**src/rtl/mips_ctrl_pkg.sv**
```systemverilog
// rtl/mips_ctrl_pkg.sv - Opcode, branch-code and state definitions shared by the PC sequencer
package mips_ctrl_pkg;

  localparam logic [5:0] OP_RTYPE = 6'h00;
  localparam logic [5:0] OP_J     = 6'h02;
  localparam logic [5:0] OP_BEQ   = 6'h04;
  localparam logic [5:0] OP_BNE   = 6'h05;
  localparam logic [5:0] FN_JR    = 6'h08;

  localparam logic [2:0] BR_SEQ = 3'b000;
  localparam logic [2:0] BR_BNE = 3'b001;
  localparam logic [2:0] BR_BEQ = 3'b010;
  localparam logic [2:0] BR_J   = 3'b011;
  localparam logic [2:0] BR_JR  = 3'b111;

  typedef enum logic [2:0] {
    ST_FETCH,
    ST_DECODE,
    ST_EXEC,
    ST_UPDATE,
    ST_FAULT
  } state_t;

endpackage

```
**src/rtl/instr_classify.sv**
```systemverilog
// rtl/instr_classify.sv - Maps opcode/funct to a PC branch code and an execute-needed flag
module instr_classify
  import mips_ctrl_pkg::*;
(
  input  logic [5:0] opcode,
  input  logic [5:0] funct,
  output logic [2:0] branch,
  output logic       needs_exec
);

  always_comb begin
    branch     = BR_SEQ;
    needs_exec = 1'b1;
    case (opcode)
      OP_J: begin
        branch     = BR_J;
        needs_exec = 1'b0;
      end
      OP_BEQ: branch = BR_BEQ;
      OP_BNE: branch = BR_BNE;
      OP_RTYPE: begin
        if (funct == FN_JR) begin
          branch     = BR_JR;
          needs_exec = 1'b0;
        end
      end
      default: ;
    endcase
  end

endmodule

```
**src/rtl/pc_sequencer.sv**
```systemverilog
// rtl/pc_sequencer.sv - Fetch/decode/execute/update FSM that owns the PC register write-enable
module pc_sequencer
  import mips_ctrl_pkg::*;
#(
  parameter logic [31:0] RESET_PC     = 32'h0000_3000,
  parameter int          IMEM_TIMEOUT = 15
) (
  input  logic        Clk,
  input  logic        ReSet_n,
  input  logic [31:0] CurPc,
  output logic        ImemReq,
  output logic [31:0] ImemAddr,
  input  logic        ImemAck,
  input  logic [31:0] ImemData,
  input  logic [31:0] RsData,
  output logic        ExeReq,
  input  logic        ExeDone,
  input  logic        AluZero,
  output logic        PcStep,
  output logic [2:0]  Branch,
  output logic        PcSel,
  output logic [25:0] JumpTarget,
  output logic [31:0] BrOffset,
  output logic [31:0] JrTarget,
  output logic [31:0] Ir,
  output logic [31:0] InstrCount,
  output logic        Fault
);

  localparam int CW = $clog2(IMEM_TIMEOUT + 1);
  localparam logic [CW-1:0] TO_LAST = CW'(IMEM_TIMEOUT - 1);

  state_t        state;
  logic [CW-1:0] wait_cnt;
  logic [2:0]    cls_branch;
  logic          cls_exec;

  instr_classify u_classify (
    .opcode     (Ir[31:26]),
    .funct      (Ir[5:0]),
    .branch     (cls_branch),
    .needs_exec (cls_exec)
  );

  always_ff @(posedge Clk or negedge ReSet_n) begin
    if (!ReSet_n) begin
      state      <= ST_FETCH;
      wait_cnt   <= '0;
      ImemReq    <= 1'b0;
      ImemAddr   <= RESET_PC;
      ExeReq     <= 1'b0;
      PcStep     <= 1'b0;
      Branch     <= BR_SEQ;
      PcSel      <= 1'b0;
      JumpTarget <= '0;
      BrOffset   <= '0;
      JrTarget   <= '0;
      Ir         <= '0;
      InstrCount <= '0;
      Fault      <= 1'b0;
    end else begin
      case (state)
        ST_FETCH: begin
          // First FETCH cycle (ImemReq still low) checks alignment and captures the address
          if (!ImemReq) begin
            if (CurPc[1:0] != 2'b00) begin
              Fault <= 1'b1;
              state <= ST_FAULT;
            end else begin
              ImemReq  <= 1'b1;
              ImemAddr <= CurPc;
              wait_cnt <= '0;
            end
          end else if (ImemAck) begin
            ImemReq  <= 1'b0;
            Ir       <= ImemData;
            wait_cnt <= '0;
            state    <= ST_DECODE;
          end else begin
            wait_cnt <= wait_cnt + CW'(1);
            if (wait_cnt == TO_LAST) begin
              ImemReq <= 1'b0;
              Fault   <= 1'b1;
              state   <= ST_FAULT;
            end
          end
        end
        ST_DECODE: begin
          Branch     <= cls_branch;
          JumpTarget <= Ir[25:0];
          BrOffset   <= {{16{Ir[15]}}, Ir[15:0]};
          if (cls_branch == BR_JR) JrTarget <= RsData;
          if (cls_exec) begin
            ExeReq <= 1'b1;
            state  <= ST_EXEC;
          end else begin
            PcStep <= 1'b1;
            state  <= ST_UPDATE;
          end
        end
        ST_EXEC: begin
          if (ExeDone) begin
            ExeReq <= 1'b0;
            PcSel  <= (Branch == BR_BEQ) ? AluZero :
                      (Branch == BR_BNE) ? ~AluZero : 1'b0;
            PcStep <= 1'b1;
            state  <= ST_UPDATE;
          end
        end
        ST_UPDATE: begin
          PcStep     <= 1'b0;
          Branch     <= BR_SEQ;
          PcSel      <= 1'b0;
          InstrCount <= InstrCount + 32'd1;
          state      <= ST_FETCH;
        end
        ST_FAULT: begin
          ImemReq <= 1'b0;
          ExeReq  <= 1'b0;
          PcStep  <= 1'b0;
          Fault   <= 1'b1;
        end
        default: state <= ST_FAULT;
      endcase
    end
  end

endmodule

```
**config.mk**
```make
export PLATFORM = sky130hd
export DESIGN_NAME = pc_sequencer
export DESIGN_NICKNAME = d
export VERILOG_FILES = /design/src/rtl/mips_ctrl_pkg.sv /design/src/rtl/instr_classify.sv /design/src/rtl/pc_sequencer.sv
export SDC_FILE = /design/constraint.sdc
export NUM_CORES = 1
export LEC_CHECK = 0
export CAP_MARGIN = 20
export CORE_MARGIN = 1.5
export CORE_UTILIZATION = 39
export DETAILED_ROUTE_END_ITERATION = 10
export GPL_ROUTABILITY_DRIVEN = 0
export PLACE_DENSITY = 0.75
export SKIP_CTS_REPAIR_TIMING = 1
export SLEW_MARGIN = 0
export SYNTH_ARGS = -nofsm -noshare
export SYNTH_HDL_FRONTEND = slang
export SYNTH_SLANG_ARGS = --single-unit
export TNS_END_PERCENT = 10
```
**constraint.sdc**
```tcl
create_clock -name Clk -period 2 [get_ports Clk]
set_clock_uncertainty 0.15 [all_clocks]
set_input_delay 0.6 -clock Clk [delete_from_list [all_inputs] [get_ports Clk]]
set_output_delay 0.6 -clock Clk [all_outputs]
set_load 0.005 [all_outputs]
```
# Word level (Yosys, flattened, before mapping)
# Index checks and enable logic that the tools add are counted.
# classes
bitwise_logic	4
reduce_logical	18
n_eq_ne	20
n_addsub	2
n_mux	35
# op_table
op	n
$add 32x1->32 const B	1
$mux 3	6
$mux 1	17
$pmux 3 s5	1
$eq 6x3->1 const B	2
$mux 4	3
$pmux 3 s4	1
$reduce_and 3->1	4
$eq 3x2->1 const B	3
$ne 3x3->1 const B	3
$ne 2x2->1 const B	4
$pmux 1 s2	4
$reduce_and 4->1	2
$reduce_bool 2->1	4
$eq 3x1->1 const B	2
$eq 3x3->1 const B	2
$eq 6x2->1 const B	1
$eq 6x4->1 const B	1
$logic_not 6->1	1
$pmux 1 s3	2
$pmux 3 s2	1
$reduce_and 2->1	3
$reduce_bool 3->1	2
$add 4x1->4 const B	1
5 further kinds	8
# totals
ff_bits	185

# Longest topological paths before layout
# Gate-level depths: netlist (run 1).
# depth
word_depth	5
ltp_mapped	7
ltp_nobuf	5

# Modules after synthesis
# From an unflattened synthesis (run 1), not the netlist that was laid out.
# unflattened
cells_unflattened	518
area_unflattened_um2	7205.7
# by_module_without_submodules
mod	instances	seq_area_each_um2	area_each_um2	cells_each
pc_sequencer	1	4231.6	7099.3	505
instr_classify	1	0.0	106.4	13

# Worst setup path before layout (run 1)
# Ideal clock, no wire load.
# synth_path
kind	register to register
start	register Ir[27]
end	register JrTarget[23]
setup_time_ps	125
stages_incl_launch_ff	6
path_slack_ps	-9
t_arrival_ps	1734
path_cell_list	dfrtp_1 > nor4_1 > nand2_1 > nor3_4 > buf_6 > mux2_2
# synth_between
elab_chain_cells	4
# synth_rtl
item	line_no	text
start: declaration	pc_sequencer.sv:25	output logic [31:0] Ir,
start signal: assignment	pc_sequencer.sv:76	Ir <= ImemData;
$eq 6x3->1 (tied with other cells)	instr_classify.sv:14	case (opcode)
$pmux 3 s4 (*)	instr_classify.sv:14	
$eq 3x3->1 (*)	pc_sequencer.sv:92	if (cls_branch == BR_JR) JrTarget <= RsData;
$reduce_and 2->1 (no source line) (*)	--	
end signal: assignment	pc_sequencer.sv:92	
end: declaration	pc_sequencer.sv:24	output logic [31:0] JrTarget,
# Mark *: on every way between the ends. The rest lies on a longest branch, timed or not.
# A chain may end at the register's enable or synchronous reset.

# Final worst setup path (run 1)
# layout_path
start	register InstrCount[8]
end	output port InstrCount[8]
# layout_rtl
item	line_no	text
start: declaration	pc_sequencer.sv:26	output logic [31:0] InstrCount,
start signal: assignment	pc_sequencer.sv:114	InstrCount <= InstrCount + 32'd1;
# No word-level cell between the ends.

==> flow_results.org, run 1 <==
** Status
- The run finished, with violations left.
- Failing checks :: negative setup slack

** Final layout
- The net count of the finished layout is 926.
- After filler insertion, the fill cell instance count of the layout stands at 1322.
- Total inserted antenna cells :: 0
- Most common cell after layout, fill and taps aside :: sky130_fd_sc_hd__dlymetal6s2s_1
- Share of layout cells above drive strength 1 :: 24.19%
- Post-synthesis to final-layout area growth :: 61.72%
- The library cells used most frequently in the layout, excluding fill and tap cells, are sky130_fd_sc_hd__dlymetal6s2s_1, sky130_fd_sc_hd__dfrtp_1, sky130_fd_sc_hd__mux2_2.

** Worst setup path
- Ordered list of cells on the worst path :: clkdlybuf4s50_1
- Together, buffers and inverters on the worst path number 1.
- The worst setup path is launched from a register.
- STA classifies the critical path endpoint as an output pin.
- Cell with the largest stage delay on the worst path :: sky130_fd_sc_hd__clkdlybuf4s50_1
- Largest stage delay on the critical path :: 0.52 ns
- Worst Path Arrival :: 1.36 ns
- Data on the critical path is required at its endpoint by 1.25 ns.
- Of all nets on the critical path, the largest fanout is 6.
- Cell type group with the largest total delay on the critical path :: buffers and inverters
- Worst Setup Path Type :: reg2out
- Setup slack on the worst reg-to-reg path comes out at -0.02 ns.

** Yosys
- Count of unique library cells instantiated by Yosys :: 45
- Count of synthesis-stage warnings from yosys :: 0
- The share of the Yosys chip area taken by registers is 59.58%.
- The number of nets in the synthesized netlist is 624.
- Counting flops with a built-in enable in the synthesized netlist gives 0.
- Top_reg_cell synth :: sky130_fd_sc_hd__dfrtp_1
- In this run, synthesis produced a sequential element count of 169.
- FFs w/ async S/R, synth :: 100.0%
- Syn Area/Cell :: 13.66 sq um
- Summing every instance area after synthesis gives 0.007102 sq mm.
- Synthesis produced a netlist whose cell count is 520.

** Routing
- Via total after detailed routing :: 5166
- The detailed router finished its first iteration with 123 violations.
- Post-Route WL :: 18090 um
- DRC violation count after routing :: 0
- Routed wire per std cell :: 17.01 um
- Routed via count divided by cell count :: 4.855
- First-pass iteration count of the detailed router :: 5
- The detail route stage leaves a number of antenna-violating nets equal to 0.

** Pwr
- Overall power consumption after layout is estimated at 8.420 mW.
- Maximum ir drop on the vdd rail :: 0.5577 mV
- Dividing total power by cell area gives a power density of 733.2 mW/mm^2.
- Leak pwr :: 8.192 nW

** STA
- Setup violations, final :: 11
- Hold violation count in the final report :: 0
- Clock period minus worst slack :: 2.110 ns
- In the final timing run, aggregate negative setup slack is -0.2311 ns.
- Max Transition Viols Final :: 0
- At the pin with the least slew margin, the transition time is 0.3973 ns.
- Unrepaired setup endpoints after global routing :: true
- Share of the clock period used by the worst path after layout :: 105.5%
- Max_slew headroom :: 73.23%
- Highest attainable clock frequency :: 473.9 MHz
- After layout, the worst setup slack is -0.1099 ns.

** Place
- Once detailed placement completed, the half-perimeter wirelength came to 12920 um.
- The count of buffers added on input and output ports is 294.

** Floorplan
- Effective utilization at floorplan :: 39.67%
- Core region area :: 0.01790 sq mm
- The floorplan has 49 rows.
- I/O pin cnt :: 295
- The floorplan step defined a die boundary enclosing 0.01903 sq mm.
- DIE HEIGHT :: 137.9 um
- X dimension of the die :: 137.9 um

** CTS
- Clock-pin slew was measured on the worst setup and hold paths at 0.06 ns.
- The longest clock path from root to sink contains 2 buffers.
- Buffers inserted during clock tree synthesis total 17.
- Clock insertion delay at the later pin of the skew report :: 0.42 ns
- CTS placed an instance of sky130_fd_sc_hd__clkbuf_16 at the clock tree root.
- CTS sink count :: 169
- In this run the number of H-tree levels came out at 4.
- TritonCTS built the clock tree.

** Worst hold path
- Hold WC Path Type :: reg2reg

** GRT
- Via count of the first global-routing pass :: 5329
- The first global-routing pass estimated 26650 um of wire.
- Entering global routing, the biggest net connects 42 pins.
- Overall routing resource usage :: 18.24%
- Sum of overflow across all layers after global routing :: 0
- Initial antenna violation count :: 0

** Flow run
- Across the run, the number of max-cap violations was 0.
per-stage QoR:
step                      cells  instance area [sq um]  utilization, %  hold WS [ns]  setup WS (ns)
after CTS                  1059                  10940           61.11      -0.07570        -0.4833
after global placement     1027                  10340           57.74        0.3170        -0.1693
after detailed placement   1027                  10340           57.74        0.3262        -0.1865
after global routing       1064                  11480           64.15        0.3507        -0.1743
final                      1064                  11480           64.15        0.3291        -0.1099
after floorplan             520                   7114               -        0.1544      0.0005637
routing by layer:
metal | vias up | routed length [um] | global-route usage, %
met1 | 2570 | 6940 | 20.72
met2 | 178 | 9608 | 32.31
met3 | 22 | 1268 | 5.811
li1 | 2396 | - | -
met4 | 0 | 276 | 6.192
met5 | - | 0 | 0
kinds of logic (layout without fill, tap and decap cells):
| logic type | Yosys count | after routing | share of synthesized area (%) |
|---|---|---|---|
| xor gates and xnor gates | 33 | 33 | 4.070 |
| muxes | 121 | 121 | 19.19 |
| AOI/OAI and AO/OA | 28 | 28 | 2.466 |
| adders and majority gates | 3 | 3 | 0.5286 |
| and+or+nand+nor | 105 | 105 | 8.598 |
| DFF | 169 | 169 | 59.58 |
| buffers and inverters | 61 | 376 | 5.567 |
sequential cells by signal (all words and copies together), names as in the netlist:
signal / count
ExeReq: 1
ImemAddr: 32
InstrCount: 32
JrTarget: 32
PcStep: 1
Branch: 3
wait_cnt: 4
Fault: 1
state: 3
PcSel: 1
ImemReq: 1
Ir: 32
JumpTarget: 26
power by group:
part	leakage [nW]	switching (mW)	internal (mW)
logic	5.62	0.417	0.845
clock network	0.286	1.33	1.98
registers	2.28	0.177	3.67
total	8.19	1.92	6.50
worst paths after layout:
kind                                      startpoint                        end  depth (start not counted)
hold / removal              JrTarget[13]$_DFFE_PN0P_   JrTarget[13]$_DFFE_PN0P_                          1
setup / recovery           InstrCount[8]$_DFFE_PN0N_              InstrCount[8]                          1
setup reg to reg                  Ir[31]$_DFFE_PN0P_   JrTarget[27]$_DFFE_PN0P_                          5
hold reg to reg             JrTarget[13]$_DFFE_PN0P_   JrTarget[13]$_DFFE_PN0P_                          1
max in group asynchronous                    ReSet_n   ImemAddr[12]$_DFFE_PN1P_                          3
min in group asynchronous                    ReSet_n  JumpTarget[4]$_DFFE_PN0P_                          2
area by class of cell:
type / instances / area [sq um] / share of cell area, %
Sequential cell: 169 / 4240 / 36.92
Timing Repair Buffer: 338 / 3792 / 33.02
Multi-Input combinational cell: 290 / 2541 / 22.13
Clock buffer: 23 / 488.0 / 4.249
Tap cell: 229 / 286.5 / 2.495
Clock inverter: 9 / 113.9 / 0.9914
Inverter: 6 / 22.52 / 0.1961
synthesized netlist by cell type, drive strengths merged, types with 2 or more instances:
| library cell | count | area, sq um |
|---|---|---|
| inv | 6 | 22.52 |
| and2 | 6 | 37.54 |
| nand4 | 18 | 112.6 |
| clkbuf | 4 | 16.26 |
| a31oi | 2 | 12.51 |
| a21o | 2 | 15.01 |
| nor4 | 2 | 12.51 |
| mux2 | 121 | 1363 |
| ha | 3 | 37.54 |
| xor2 | 3 | 26.28 |
| and3 | 6 | 37.54 |
| nand2 | 24 | 90.09 |
| nand2b | 6 | 37.54 |
| nor3 | 6 | 46.30 |
| nor2b | 3 | 18.77 |
| nand3 | 10 | 50.05 |
| nand3b | 4 | 42.54 |
| a22oi | 2 | 15.01 |
| o21ai | 13 | 65.06 |
| buf | 51 | 356.6 |
| dfstp | 2 | 52.55 |
| nor4b | 2 | 17.52 |
| dfrtp | 167 | 4179 |
| and4 | 5 | 43.79 |
| or3 | 2 | 12.51 |
| xnor2 | 30 | 262.8 |
| a211oi | 2 | 15.01 |
| nor2 | 9 | 36.29 |
Note: power is estimated with default switching activity, not from simulation.
==> inputs of run 2 (changes only) <==
==> constraint.sdc (replaced) <==
create_clock -name Clk -period 1.85 [get_ports Clk]
set_clock_uncertainty 0.15 [all_clocks]
set_input_delay 0.555 -clock Clk [delete_from_list [all_inputs] [get_ports Clk]]
set_output_delay 0.555 -clock Clk [all_outputs]
set_load 0.005 [all_outputs]
==> flow_results.org, run 2 (same netlist as run 1, synthesis figures left out) <==
** Status
- Result of the run :: finished, violations left
- The checks that failed: negative setup slack.

** Final layout
- Commonest cells after routing, fill and taps aside :: sky130_fd_sc_hd__dlymetal6s2s_1, sky130_fd_sc_hd__dfrtp_1, sky130_fd_sc_hd__clkdlybuf4s50_1
- Leaving out fill and tap cells, the most frequent cell in the layout is sky130_fd_sc_hd__dlymetal6s2s_1.
- Total inserted antenna cells :: 0 (unchanged)
- The final-stage net count is 926 (unchanged).
- Post-synthesis to final-layout area growth :: 62.93%
- The layout filler cell count came to 1329 (+0.53%).
- Finished Layout Cells :: 1064 (unchanged)
- Share of layout cells above drive strength 1 :: 25.87% (+1.7 points)

** Floorplan
- Cell Rows :: 49 (unchanged)
- Effective utilization at floorplan :: 39.67% (unchanged)
- The number of placed I/O pins came to 295 (unchanged).
- X dimension of the die :: 137.9 um (unchanged)
- The die extent in y came to 137.9 um (unchanged).
- The area of the core region came to 0.01790 sq mm (unchanged).
- Die outline area :: 0.01903 sq mm (unchanged)

** Pwr
- Leak pwr :: 8.048 nW (-1.8%)
- Power per standard cell area :: 797.1 mW/mm^2 (+8.7%)
- Maximum ir drop on the vdd rail :: 0.6029 mV (+8.1%)

** GRT
- The global routing usage summed across all routing layers was 18.74% (+0.50 points).
- The via count of the first global-routing pass came to 5328 (-0.019%).
- Initial antenna violation count :: 0 (unchanged)
- First-pass GRT wire length :: 27390 um (+2.7%)
- The total congestion overflow after global routing came to 0 (unchanged).
- The maximum number of pins on one net before global-route repair is 48 (+14%).

** STA
- Highest attainable clock frequency :: 462.1 MHz
- After layout, the worst path uses 117.0% of the clock period.
- Max_slew headroom :: 72.73% (-0.50 points)
- Final Worst Setup Slack :: -0.3143 ns (-0.2043 ns)
- Least-Margin Pin Slew :: 0.4048 ns (+0.007492 ns)
- Clock period minus worst slack :: 2.164 ns
- Setup violations, final :: 53 (+42)
- Unrepaired setup endpoints after global routing :: true
- The final number of hold-violating endpoints came to 0 (unchanged).
- The max-slew violation count is 0 (unchanged).
- The worst hold slack after final layout was 0.3218 ns (-0.007253 ns).

** Routing
- The total wire length came to 18370 um (+1.5%).
- The number of design-rule violations left by the first detailed-router iteration is 181 (+47%).
- First-pass iteration count of the detailed router :: 7 (+2)
- The count of antenna-violating nets left after detailed routing came to 0 (unchanged).
- The number of remaining DRC errors was 0 (unchanged).
- The total via count after detailed routing is 5165 (-0.019%).
- Routed wire per std cell :: 17.27 um (+1.5%)
- The via-per-instance ratio was 4.854 (about the same).

** Worst setup path
- Peak fanout along the critical path :: 10 (+4)
- Ordered list of cells on the worst path :: buf_4, clkdlybuf4s50_1
- Worst Path Arrival :: 1.46 ns (+0.10 ns)
- Register-to-register setup slack :: -0.15 ns (-0.13 ns)
- Worst Setup Path Type :: reg2out
- The combined buffer and inverter count along the critical path came to 2 (+1).
- Cell type group with the largest total delay on the critical path :: buffers and inverters
- Startpoint class of the critical path :: register
- On the critical path, the stage with the largest delay is an instance of sky130_fd_sc_hd__clkdlybuf4s50_1.
- Largest stage delay on the critical path :: 0.53 ns (about the same)
- Data required time at the worst endpoint :: 1.14 ns (-0.11 ns)
- CP endpoint kind :: output pin

** CTS
- The number of levels in the clock H-tree is 4 (unchanged).
- TritonCTS built the clock tree.
- Clock-pin slew reported for the worst setup and hold paths after clock tree synthesis :: 0.07 ns (about the same)
- CTS sink count :: 169 (unchanged)
- The insertion delay of the later-clocked pin in the worst-skew pair is 0.42 ns (about the same).
- The tree is rooted in a sky130_fd_sc_hd__clkbuf_16.
- Number of buffers inserted during clock tree synthesis :: 17 (unchanged)
- The number of buffers between clock root and the deepest sink came to 2 (unchanged).

** Flow run
- The max-cap violation count was 0 (unchanged).

** Place
- The half-perimeter wire length of the detailed placement result was 13090 um (+1.3%).
- The total instance count after detailed placement came to 1029 (+0.19%).
- The number of buffer cells added on primary ports came to 294 (unchanged).

** Worst hold path
- Hold WC Path Type :: reg2reg
-- run 2: cell types whose count changed in the layout (fill, tap and decap cells not counted), sizes merged --
| cell | delta |
|---|---|
| clkbuf | -2 |
| clkdlybuf4s50 | +10 |
| clkinv | -1 |
| dlymetal6s2s | -10 |
| inv | +3 |
-- run 2: area by class of cell --
cell class              count  area (sq um)  area share, %
multi-input cells         290          2596          22.44
repair buffers            338          3802          32.86
well taps                 229         286.5          2.476
inverters                   6         22.52         0.1946
flip-flops and latches    169          4248          36.71
clock buffers              21         480.5          4.152
clock inverters            11         135.1          1.168
-- run 2: report_power, final --
group | switching (mW) | internal [mW]
logic | 0.468 | 0.935
registers | 0.196 | 3.97
clock network | 1.50 | 2.16
-- run 2: per-layer routing --
metal	wire length [um]	vias to the layer above	global-route usage (%)
met1	7080	2550	21.49
li1	-	2407	-
met2	9575	192	33.11
met5	0	-	0
met3	1508	16	6.871
met4	208	0	4.630
-- run 2: metrics by stage --
stage                     total power [mW]  utilization (%)  TNS, ns  instance area, sq um  setup slack (ns)
after floorplan                      4.612                -   -5.374                  7119           -0.1320
after global placement               5.639            57.95   -25.07                 10380           -0.3257
after detailed placement             5.692            57.95   -29.60                 10380           -0.3632
after CTS                            9.397            61.39   -56.23                 10990           -0.6281
after global routing                 9.620            64.64   -13.24                 11570           -0.3909
final                                9.224            64.64   -7.476                 11570           -0.3143
-- run 2: final timing paths --
path | startpoint | to | cells after the start
max in group asynchronous | ReSet_n | ImemAddr[12]$_DFFE_PN1P_ | 3
worst max register to register | state[0]$_DFFE_PN0P_ | JrTarget[4]$_DFFE_PN0P_ | 5
worst min-delay path | InstrCount[31]$_DFFE_PN0N_ | InstrCount[31]$_DFFE_PN0N_ | 1
min in group asynchronous | ReSet_n | JumpTarget[10]$_DFFE_PN0P_ | 2
worst max-delay path | JumpTarget[15]$_DFFE_PN0P_ | BrOffset[22] | 2
worst min register to register | InstrCount[31]$_DFFE_PN0N_ | InstrCount[31]$_DFFE_PN0N_ | 1
==> inputs of run 3 (changes only) <==
==> constraint.sdc (replaced) <==
create_clock -name Clk -period 1.85 [get_ports Clk]
set_clock_uncertainty 0.15 [all_clocks]
set_input_delay 0.555 -clock Clk [delete_from_list [all_inputs] [get_ports Clk]]
set_output_delay 0.555 -clock Clk [all_outputs]
set_load 0.1 [all_outputs]
==> flow_results.org, run 3 (same netlist as run 1, synthesis figures left out) <==
** Place
- Post-detail-place hpwl :: 15040 um (+15%)
- The number of buffer cells added on primary ports came to 294 (unchanged).
- Post-placement cell count :: 1036 (+0.68%)
- The pre-CTS setup slack came to -0.3648 ns (-0.001590 ns).

** STA
- Clock period minus worst slack :: 2.108 ns (-0.05662 ns)
- Unrepaired setup endpoints after global routing :: true
- Share of the clock period used by the worst path after layout :: 113.9% (-3.1 points)
- The setup violation total in the final timing report came to 58 (+9.4%).
- The normalized max-slew margin was 68.27% (-4.5 points).
- Max Transition Viols Final :: 0 (unchanged)
- The measured slew at the worst slew-check pin is 0.4709 ns (+0.06613 ns).
- The final number of hold-violating endpoints came to 0 (unchanged).
- The worst hold slack after final layout is 0.3688 ns (+0.04699 ns).
- The peak clock frequency supported by timing came to 474.5 MHz (+2.7%).
- Final Worst Setup Slack :: -0.2576 ns (+0.05662 ns)

** CTS
- Clock root buffer master :: sky130_fd_sc_hd__clkbuf_16
- The number of levels in the clock H-tree was 4 (unchanged).
- TritonCTS built the clock tree.
- Clk buf depth :: 2 (unchanged)
- The insertion delay of the later-clocked pin in the worst-skew pair came to 0.42 ns (about the same).
- Number of buffers inserted during clock tree synthesis :: 17 (unchanged)
- CTS sink count :: 169 (unchanged)
- The clock transition time at the flip-flop clock pins of the worst setup and hold paths came to 0.07 ns (about the same).

** GRT
- The via count of the first global-routing pass came to 5708 (+7.1%).
- Initial antenna violation count :: 0 (unchanged)
- The maximum number of pins on one net before global-route repair is 50 (+4.2%).
- First-pass GRT wire length :: 30500 um (+11%)
- Sum of overflow across all layers after global routing :: 0 (unchanged)
- Overall routing resource usage :: 21.04% (+2.3 points)

** Floorplan
- The number of placement rows came to 49 (unchanged).
- Core region area :: 0.01790 sq mm (unchanged)
- The die extent in y was 137.9 um (unchanged).
- The floorplan die area came to 0.01903 sq mm (unchanged).
- The starting density of the core is 39.67% (unchanged).
- The number of placed I/O pins came to 295 (unchanged).
- The die width is 137.9 um (unchanged).

** Routing
- Via total after detailed routing :: 5288 (+2.4%)
- The via-per-instance ratio is 4.919 (+1.3%).
- The number of design-rule violations left by the first detailed-router iteration came to 172 (-5.0%).
- Post-Route WL :: 20420 um (+11%)
- DRC violation count after routing :: 0 (unchanged)
- First-pass iteration count of the detailed router :: 4 (-3)
- Routed wire per std cell :: 19.00 um (+10%)
- Post-detailed-route count of antenna-violating nets :: 0 (unchanged)

** Pwr
- The power per cell area is 933.9 mW/mm^2 (+17%).
- The worst-case vdd ir drop is 0.7923 mV (+31%).
- Leak pwr :: 5.907 nW (-27%)

** Final layout
- The top cell types in the final layout, fill and taps aside, are sky130_fd_sc_hd__buf_12, sky130_fd_sc_hd__dfrtp_1, sky130_fd_sc_hd__clkdlybuf4s50_1.
- The final-stage net count is 937 (+1.2%).
- Total inserted antenna cells :: 0 (unchanged)
- Most common cell after layout, fill and taps aside :: sky130_fd_sc_hd__buf_12
- Utilization after layout :: 74.68% (+10 points)
- Compared with the post-synthesis result, the final layout area differs by 88.25%.
- Finished Layout Cells :: 1075 (+1.0%)
- The layout filler cell count is 1085 (-18%).
- The fraction of final layout cells with drive strength greater than 1 was 53.31% (+27 points).

** Status
- Failing checks :: negative setup slack
- Result of the run :: finished, violations left

** Worst setup path
- Register-to-register setup slack :: -0.26 ns (-0.11 ns)
- The critical-path maximum fanout came to 6 (-4).
- The worst setup path is captured at a register.
- The arrival time of the worst setup path was 2.25 ns (+0.79 ns).
- The critical path in this run is classified as reg2reg.
- Data required time at the worst endpoint :: 2.00 ns (+0.86 ns)
- Startpoint class of the critical path :: register

** Worst hold path
- Hold WC Path Type :: reg2reg

** Flow run
- The max-cap violation count was 0 (unchanged).
## run 3: power by group
part | internal, mW | leakage, nW | switching [mW]
logic | 1.70 | 3.37 | 2.74
registers | 3.99 | 2.24 | 0.349
clock network | 2.26 | 0.298 | 1.45
## run 3: routing by layer
layer | vias to the layer above | wire length [um] | share of wire (%) | track usage, %
met5 | - | 0 | 0 | 0
met4 | 0 | 413 | 2.0 | 7.465
met3 | 24 | 1368 | 6.7 | 6.140
met2 | 185 | 11120 | 54 | 37.87
met1 | 2664 | 7518 | 37 | 23.62
li1 | 2415 | - | - | -
## run 3: layout make-up
type,instances,area (sq um),share of cell area (%)
clock buffer,20,436.7,3.266
clock inverter,12,177.7,1.329
inverter,6,22.52,0.1685
multi-input combinational,290,2644,19.78
sequential,169,4287,32.06
tap,229,286.5,2.143
timing repair buffer,349,5515,41.25
## run 3: worst paths after layout
path,end,cells past startpoint,startpoint
min,InstrCount[3]$_DFFE_PN0N_,1,InstrCount[3]$_DFFE_PN0N_
min reg2reg,InstrCount[3]$_DFFE_PN0N_,1,InstrCount[3]$_DFFE_PN0N_
min in group asynchronous,JumpTarget[3]$_DFFE_PN0P_,2,ReSet_n
max,JrTarget[14]$_DFFE_PN0P_,6,Ir[29]$_DFFE_PN0P_
max in group asynchronous,JumpTarget[10]$_DFFE_PN0P_,3,ReSet_n
max reg2reg,JrTarget[14]$_DFFE_PN0P_,6,Ir[29]$_DFFE_PN0P_
## run 3: worst max-delay path, stage by stage, from the launching register on
cell	delay, ns
sky130_fd_sc_hd__dfrtp_4	0.47
sky130_fd_sc_hd__or3_4	0.34
sky130_fd_sc_hd__nand3b_4	0.18
sky130_fd_sc_hd__nor3_4	0.20
sky130_fd_sc_hd__buf_12	0.18
sky130_fd_sc_hd__clkbuf_16	0.17
sky130_fd_sc_hd__mux2_4	0.30
## run 3: through the flow
stage               instance area [sq um]  TNS (ns)  power [mW]
floorplan                            7163    -41.66       6.821
global placement                    12430    -25.02       8.715
detailed placement                  12430    -30.07       8.804
CTS                                 13040    -13.93       12.53
global route                        13370    -13.57       12.89
finish                              13370    -9.705       12.49
